File: config.mk
export PLATFORM = sky130hd
export DESIGN_NAME = dll_tlp_framer
export DESIGN_NICKNAME = d
export VERILOG_FILES = /design/src/rtl/dll_tlp_framer.sv
export SDC_FILE = /design/constraint.sdc
export NUM_CORES = 1
export LEC_CHECK = 0
export CORE_MARGIN = 4
export CORE_UTILIZATION = 55
export DETAILED_ROUTE_END_ITERATION = 8
export DONT_BUFFER_PORTS = 1
export GPL_TIMING_DRIVEN = 1
export PLACE_DENSITY = 0.71
export SYNTH_ARGS = -nofsm -noshare
export SYNTH_HDL_FRONTEND = slang
export SYNTH_SLANG_ARGS = --single-unit
File: constraint.sdc
create_clock -name clk -period 9.74 [get_ports clk]
set_clock_uncertainty 0.2 [all_clocks]
set_input_delay 1.948 -clock clk [delete_from_list [all_inputs] [get_ports clk]]
set_output_delay 1.948 -clock clk [all_outputs]
set_load 0.05 [all_outputs]
File: src/rtl/dll_tlp_framer.sv
// Data-link-layer TLP framer: prepends a sequence-number header beat, forwards the TLP, appends the LCRC.
// Optional macro FRAMER_SEQ_LOAD_EN adds seq_load/seq_load_val to preload tx_seq.
module dll_tlp_framer #(
  parameter int SEQ_W   = 12,
  parameter int MAX_LEN = 1024
) (
  input  logic             clk,
  input  logic             rst,
`ifdef FRAMER_SEQ_LOAD_EN
  input  logic             seq_load,
  input  logic [SEQ_W-1:0] seq_load_val,
`endif
  input  logic             in_valid,
  output logic             in_ready,
  input  logic [31:0]      in_data,
  input  logic             in_sop,
  input  logic             in_eop,
  output logic             out_valid,
  input  logic             out_ready,
  output logic [31:0]      out_data,
  output logic             out_sop,
  output logic             out_eop,
  output logic [SEQ_W-1:0] tx_seq,
  output logic             frame_err
);

  localparam int               CNT_W    = $clog2(MAX_LEN + 1);
  localparam logic [CNT_W-1:0] CNT_LAST = CNT_W'(MAX_LEN - 1);
  localparam logic [31:0]      CRC_POLY = 32'h04C11DB7;
  localparam logic [31:0]      CRC_INIT = 32'hFFFFFFFF;

  typedef enum logic [2:0] {IDLE, HDR, DATA, CRC, DROP} state_t;

  state_t           state_q, state_d;
  logic [SEQ_W-1:0] tx_seq_q, tx_seq_d;
  logic [31:0]      crc_q, crc_d;
  logic [CNT_W-1:0] cnt_q, cnt_d;
  logic [31:0]      cap_data_q, cap_data_d;
  logic             cap_eop_q, cap_eop_d;
  logic             cap_valid_q, cap_valid_d;
  logic             null_q, null_d;
  logic             err_q, err_d;
  logic             seq_inc_s;
  logic             in_ready_s, out_valid_s, out_sop_s, out_eop_s;
  logic [31:0]      out_data_s;
  logic             beat_eop_s, beat_sop_s;
  logic [31:0]      hdr_word_s;

  // MSB-first CRC-32 update over one dword (first byte on the wire is data[31:24])
  function automatic logic [31:0] crc32_step(input logic [31:0] crc, input logic [31:0] data);
    logic [31:0] c;
    c = crc;
    for (int i = 31; i >= 0; i--) begin
      if (c[31] ^ data[i]) c = {c[30:0], 1'b0} ^ CRC_POLY;
      else                 c = {c[30:0], 1'b0};
    end
    return c;
  endfunction

  assign hdr_word_s = {16'(tx_seq_q), 16'h0000};

  // Next-state and handshake logic
  always_comb begin
    state_d     = state_q;
    crc_d       = crc_q;
    cnt_d       = cnt_q;
    cap_data_d  = cap_data_q;
    cap_eop_d   = cap_eop_q;
    cap_valid_d = cap_valid_q;
    null_d      = null_q;
    err_d       = 1'b0;
    seq_inc_s   = 1'b0;
    in_ready_s  = 1'b0;
    out_valid_s = 1'b0;
    out_data_s  = 32'h0000_0000;
    out_sop_s   = 1'b0;
    out_eop_s   = 1'b0;
    beat_eop_s  = 1'b0;
    beat_sop_s  = 1'b0;
    case (state_q)
      IDLE: begin
        in_ready_s = 1'b1;
        if (in_valid && in_sop) begin
          cap_data_d  = in_data;
          cap_eop_d   = in_eop;
          cap_valid_d = 1'b1;
          cnt_d       = '0;
          state_d     = HDR;
        end else if (in_valid) begin
          err_d = 1'b1;
        end else begin
          err_d = 1'b0;
        end
      end
      HDR: begin
        out_valid_s = 1'b1;
        out_sop_s   = 1'b1;
        out_data_s  = hdr_word_s;
        if (out_ready) begin
          crc_d   = crc32_step(crc_q, hdr_word_s);
          state_d = DATA;
        end else begin
          state_d = HDR;
        end
      end
      DATA: begin
        // The beat captured in IDLE goes out before the live input is opened up
        if (cap_valid_q) begin
          out_valid_s = 1'b1;
          out_data_s  = cap_data_q;
          beat_eop_s  = cap_eop_q;
        end else begin
          out_valid_s = in_valid;
          in_ready_s  = out_ready;
          out_data_s  = in_data;
          beat_eop_s  = in_eop;
          beat_sop_s  = in_sop;
        end
        if (out_valid_s && out_ready) begin
          cap_valid_d = 1'b0;
          crc_d       = crc32_step(crc_q, out_data_s);
          cnt_d       = cnt_q + CNT_W'(1'b1);
          err_d       = beat_sop_s;
          if (beat_eop_s) begin
            state_d = CRC;
          end else if (cnt_q == CNT_LAST) begin
            err_d   = 1'b1;
            null_d  = 1'b1;
            state_d = CRC;
          end else begin
            state_d = DATA;
          end
        end
      end
      CRC: begin
        out_valid_s = 1'b1;
        out_eop_s   = 1'b1;
        out_data_s  = null_q ? crc_q : ~crc_q;
        if (out_ready) begin
          crc_d  = CRC_INIT;
          null_d = 1'b0;
          if (null_q) begin
            state_d = DROP;
          end else begin
            seq_inc_s = 1'b1;
            state_d   = IDLE;
          end
        end
      end
      DROP: begin
        in_ready_s = 1'b1;
        if (in_valid && in_eop) state_d = IDLE;
        else                    state_d = DROP;
      end
      default: begin
        state_d = IDLE;
      end
    endcase
  end

  // Sequence number: a preload overrides the end-of-frame increment
  always_comb begin
    tx_seq_d = tx_seq_q;
`ifdef FRAMER_SEQ_LOAD_EN
    if (seq_load)       tx_seq_d = seq_load_val;
    else if (seq_inc_s) tx_seq_d = tx_seq_q + SEQ_W'(1'b1);
    else                tx_seq_d = tx_seq_q;
`else
    if (seq_inc_s) tx_seq_d = tx_seq_q + SEQ_W'(1'b1);
    else           tx_seq_d = tx_seq_q;
`endif
  end

  // State registers
  always_ff @(posedge clk or negedge rst) begin
    if (!rst) begin
      state_q     <= IDLE;
      tx_seq_q    <= '0;
      crc_q       <= CRC_INIT;
      cnt_q       <= '0;
      cap_data_q  <= 32'h0000_0000;
      cap_eop_q   <= 1'b0;
      cap_valid_q <= 1'b0;
      null_q      <= 1'b0;
      err_q       <= 1'b0;
    end else begin
      state_q     <= state_d;
      tx_seq_q    <= tx_seq_d;
      crc_q       <= crc_d;
      cnt_q       <= cnt_d;
      cap_data_q  <= cap_data_d;
      cap_eop_q   <= cap_eop_d;
      cap_valid_q <= cap_valid_d;
      null_q      <= null_d;
      err_q       <= err_d;
    end
  end

  assign in_ready  = in_ready_s;
  assign out_valid = out_valid_s;
  assign out_data  = out_data_s;
  assign out_sop   = out_sop_s;
  assign out_eop   = out_eop_s;
  assign tx_seq    = tx_seq_q;
  assign frame_err = err_q;

endmodule
==> flow_summary.yaml <==
detailed_routing:
  drcViolationCount: 0
  met3_length_mm: 2.10
  firstDrtPassIters: 7
  routed_wl_mm: 30.8
  vias_per_cell: 5.72
  dr_total_vias: 7594
  met2WireLength_mm: 13.9
  met1Wirelength_mm: 13.8
  routed.top_layer: "met4"
  drt_iter0_drc: 641
  wl_per_cell_um: 23.2
  detail-route-antenna-nets: 0
cts:
  cts.clk_slew.worst_paths_ns: 0.08
  clock_sinks: 94
  cts_tree: "yes"
  root_buffer: "clkbuf_16"
  cts_resized: 0
  numCtsBuffers: 9
  clock_latency_ns: 0.37
  postCtsSetupBuffers: 0
  cts_buffer_depth: 2
  h-tree-depth: 3
  cts_hold_buffers: 0
place:
  dp_hpwl_mm: 24.3
  port_buffers: 0
  finalWeightedCongestion: 0.933
timing:
  max_clock_freq_mhz: 169
  final-hold-violation-count: 0
  maxSlewHeadroom_pct: 15.2
  drv_slew: 0
  tightest_slew_ns: 1.29
  rsz0062_at_grt: "no"
  fin_crit_ns: 5.92
  setup_viol: 0
  fin_setup_tns_ns: 0
  timing.final.crit_share_pct: 60.7
critical_path:
  worst-path-max-fanout: 7
  max_stage_delay_ns: 0.58
  path_depth: 11
  cp.required_ns: 9.83
  worstPathArrival_ns: 6.00
  start_kind: "input port"
  timing.critical_path.cells: "mux2i_1 -> xnor2_2 -> xnor2_1 -> xnor2_2 -> xnor3_1 -> xnor3_2 -> xor2_1 -> xnor3_1 -> xor2_1 -> o22ai_1 -> o21ai_1"
  crit_path_end_kind: "flop"
  worstSetupPathType: "in -> reg"
  slowest_stage: "xnor3_1"
  r2r.worst_path.cells: 12
  crit_family: "XOR/XNOR gates"
  crit_buf_inv: 0
synthesis:
  synth.area.top_cells: "xnor2_1, dfrtp_1, xnor3_1"
  async_flop_share_pct: 100
  synth.avg_cell_area_um2: 10.1
  syn_inst: 1093
  ys.warnings.count: 0
  synth_largest_area_cell: "xnor2_1"
  ys_ff_latch: 94
  syn-num-nets: 1133
  synth_edf_count: 0
  synth_cell_types: 50
  synthFlopType: "dfrtp_1"
  yosysSeqAreaShare_pct: 21.6
  synth_area_um2: 11100
  synth_top_area_share_pct: 25.0
floorplan:
  die_y_um: 150
  io_pins: 87
  die_area_um2: 22400
  core_area_um2: 19600
  die_w_um: 150
  rows: 51
  initial_utilization_pct: 56.4
global_routing:
  grt_remaining_overflow: 0
  grtUsageTotal_pct: 28.4
  grt_pass1_vias: 7742
  antenna_found_initial: 0
  grt_max_degree: 95
  grt_pass1_wl_mm: 47.8
finish:
  area_growth_pct: 5.25
  fill_cells: 1685
  drive_gt1_share_pct: 12.7
  antennaDiodeCount: 0
  final_common_cell: "xnor2_1"
  nets: 1097
  layout_common_cells: "xnor2_1, nand2_1, xor2_1, dfrtp_1, xnor3_1"
min_path:
  hold_depth: 2
  hp-class: "reg -> reg"
job:
  drv_cap: 0
status:
  status: "complete, no violations"
[worst reg2reg max path, stage by stage (launching register included)]
cell	delay (ns)
dfrtp_2	0.34
buf_4	0.52
mux2i_1	0.33
xnor2_2	0.52
xnor2_1	0.30
xnor2_2	0.51
xnor3_1	0.58
xnor3_2	0.48
xor2_1	0.52
xnor3_1	0.52
xor2_1	0.22
o22ai_1	0.11
o21ai_1	0.16
[layout make-up]
cell class	count	area [µm²]	share of cell area (%)
Multi-Input combinational cell	936	8510	73.1
Sequential cell	94	2390	20.6
Tap cell	265	332	2.85
Clock buffer	9	225	1.94
Clock inverter	7	86.3	0.742
Timing Repair Buffer	9	67.6	0.581
Inverter	7	26.3	0.226
[path summary, 6_finish.rpt]
path | from | to | slack, ns
setup / recovery | in_data[26] | crc_q[17]$_DFFE_PN1P_ | 3.82
hold / removal | cap_data_q[7]$_DFFE_PN0P_ | cap_data_q[7]$_DFFE_PN0P_ | 0.28
setup reg to reg | cap_valid_q$_DFFE_PN0P_ | crc_q[17]$_DFFE_PN1P_ | 4.34
hold reg to reg | cap_data_q[7]$_DFFE_PN0P_ | cap_data_q[7]$_DFFE_PN0P_ | 0.28
max in group asynchronous | rst | crc_q[6]$_DFFE_PN1P_ | 8.04
min in group asynchronous | rst | cap_valid_q$_DFFE_PN0P_ | 1.06
[synth_stat cells, types with 6 or more instances]
| library cell | instances |
|---|---|
| nor3_1 | 7 |
| nor2_1 | 41 |
| inv_1 | 7 |
| nand2_1 | 154 |
| xnor2_1 | 315 |
| o22ai_1 | 27 |
| clkbuf_1 | 43 |
| nand3_1 | 6 |
| xor3_1 | 12 |
| xor2_1 | 129 |
| xnor3_1 | 54 |
| o221ai_1 | 12 |
| xnor2_2 | 22 |
| a21oi_1 | 24 |
| xor2_2 | 6 |
| mux2i_1 | 28 |
| o21ai_0 | 17 |
| xnor2_4 | 7 |
| dfstp_2 | 32 |
| a211oi_1 | 23 |
| xnor3_2 | 7 |
| dfrtp_1 | 62 |
[kinds of logic after synthesis]
group / count (synthesis) / synth area share [%]
compound gates: 117 / 6.88
xor+xnor: 557 / 57.2
fa+ha+maj: 2 / 0.226
buf+inv: 63 / 2.39
flops: 94 / 21.6
mux: 35 / 3.44
simple gates: 225 / 8.18
[state kept, by name, summed over array words and instances (netlist names)]
signal / cells
frame_err: 1
cap_eop_q: 1
null_q: 1
cap_valid_q: 1
cnt_q: 11
cap_data_q: 32
state_q: 3
crc_q: 32
tx_seq: 12
[per-stage QoR]
stage	setup WS (ns)	hold WS [ns]	instance area [µm²]	std cells	utilization (%)
2_1_floorplan	4.10	0.240	11100	1093	-
3_3_place_gp	3.51	0.253	11300	1311	57.8
3_5_place_dp	3.43	0.262	11300	1311	57.8
4_1_cts	3.80	0.281	11600	1327	59.4
5_1_grt	3.70	0.293	11600	1327	59.4
6_report	3.82	0.276	11600	1327	59.4
[layer usage]
layer  vias to the layer above  global-route usage, %
met5                         -                      0
met4                         0                   8.01
met3                        53                   4.66
met2                       276                   45.0
met1                      3740                   40.3
li1                       3525                      -
Power is left out: the tool's default activity adds up to more than one toggle a clock period on the data nets, which glitch-free logic cannot reach.
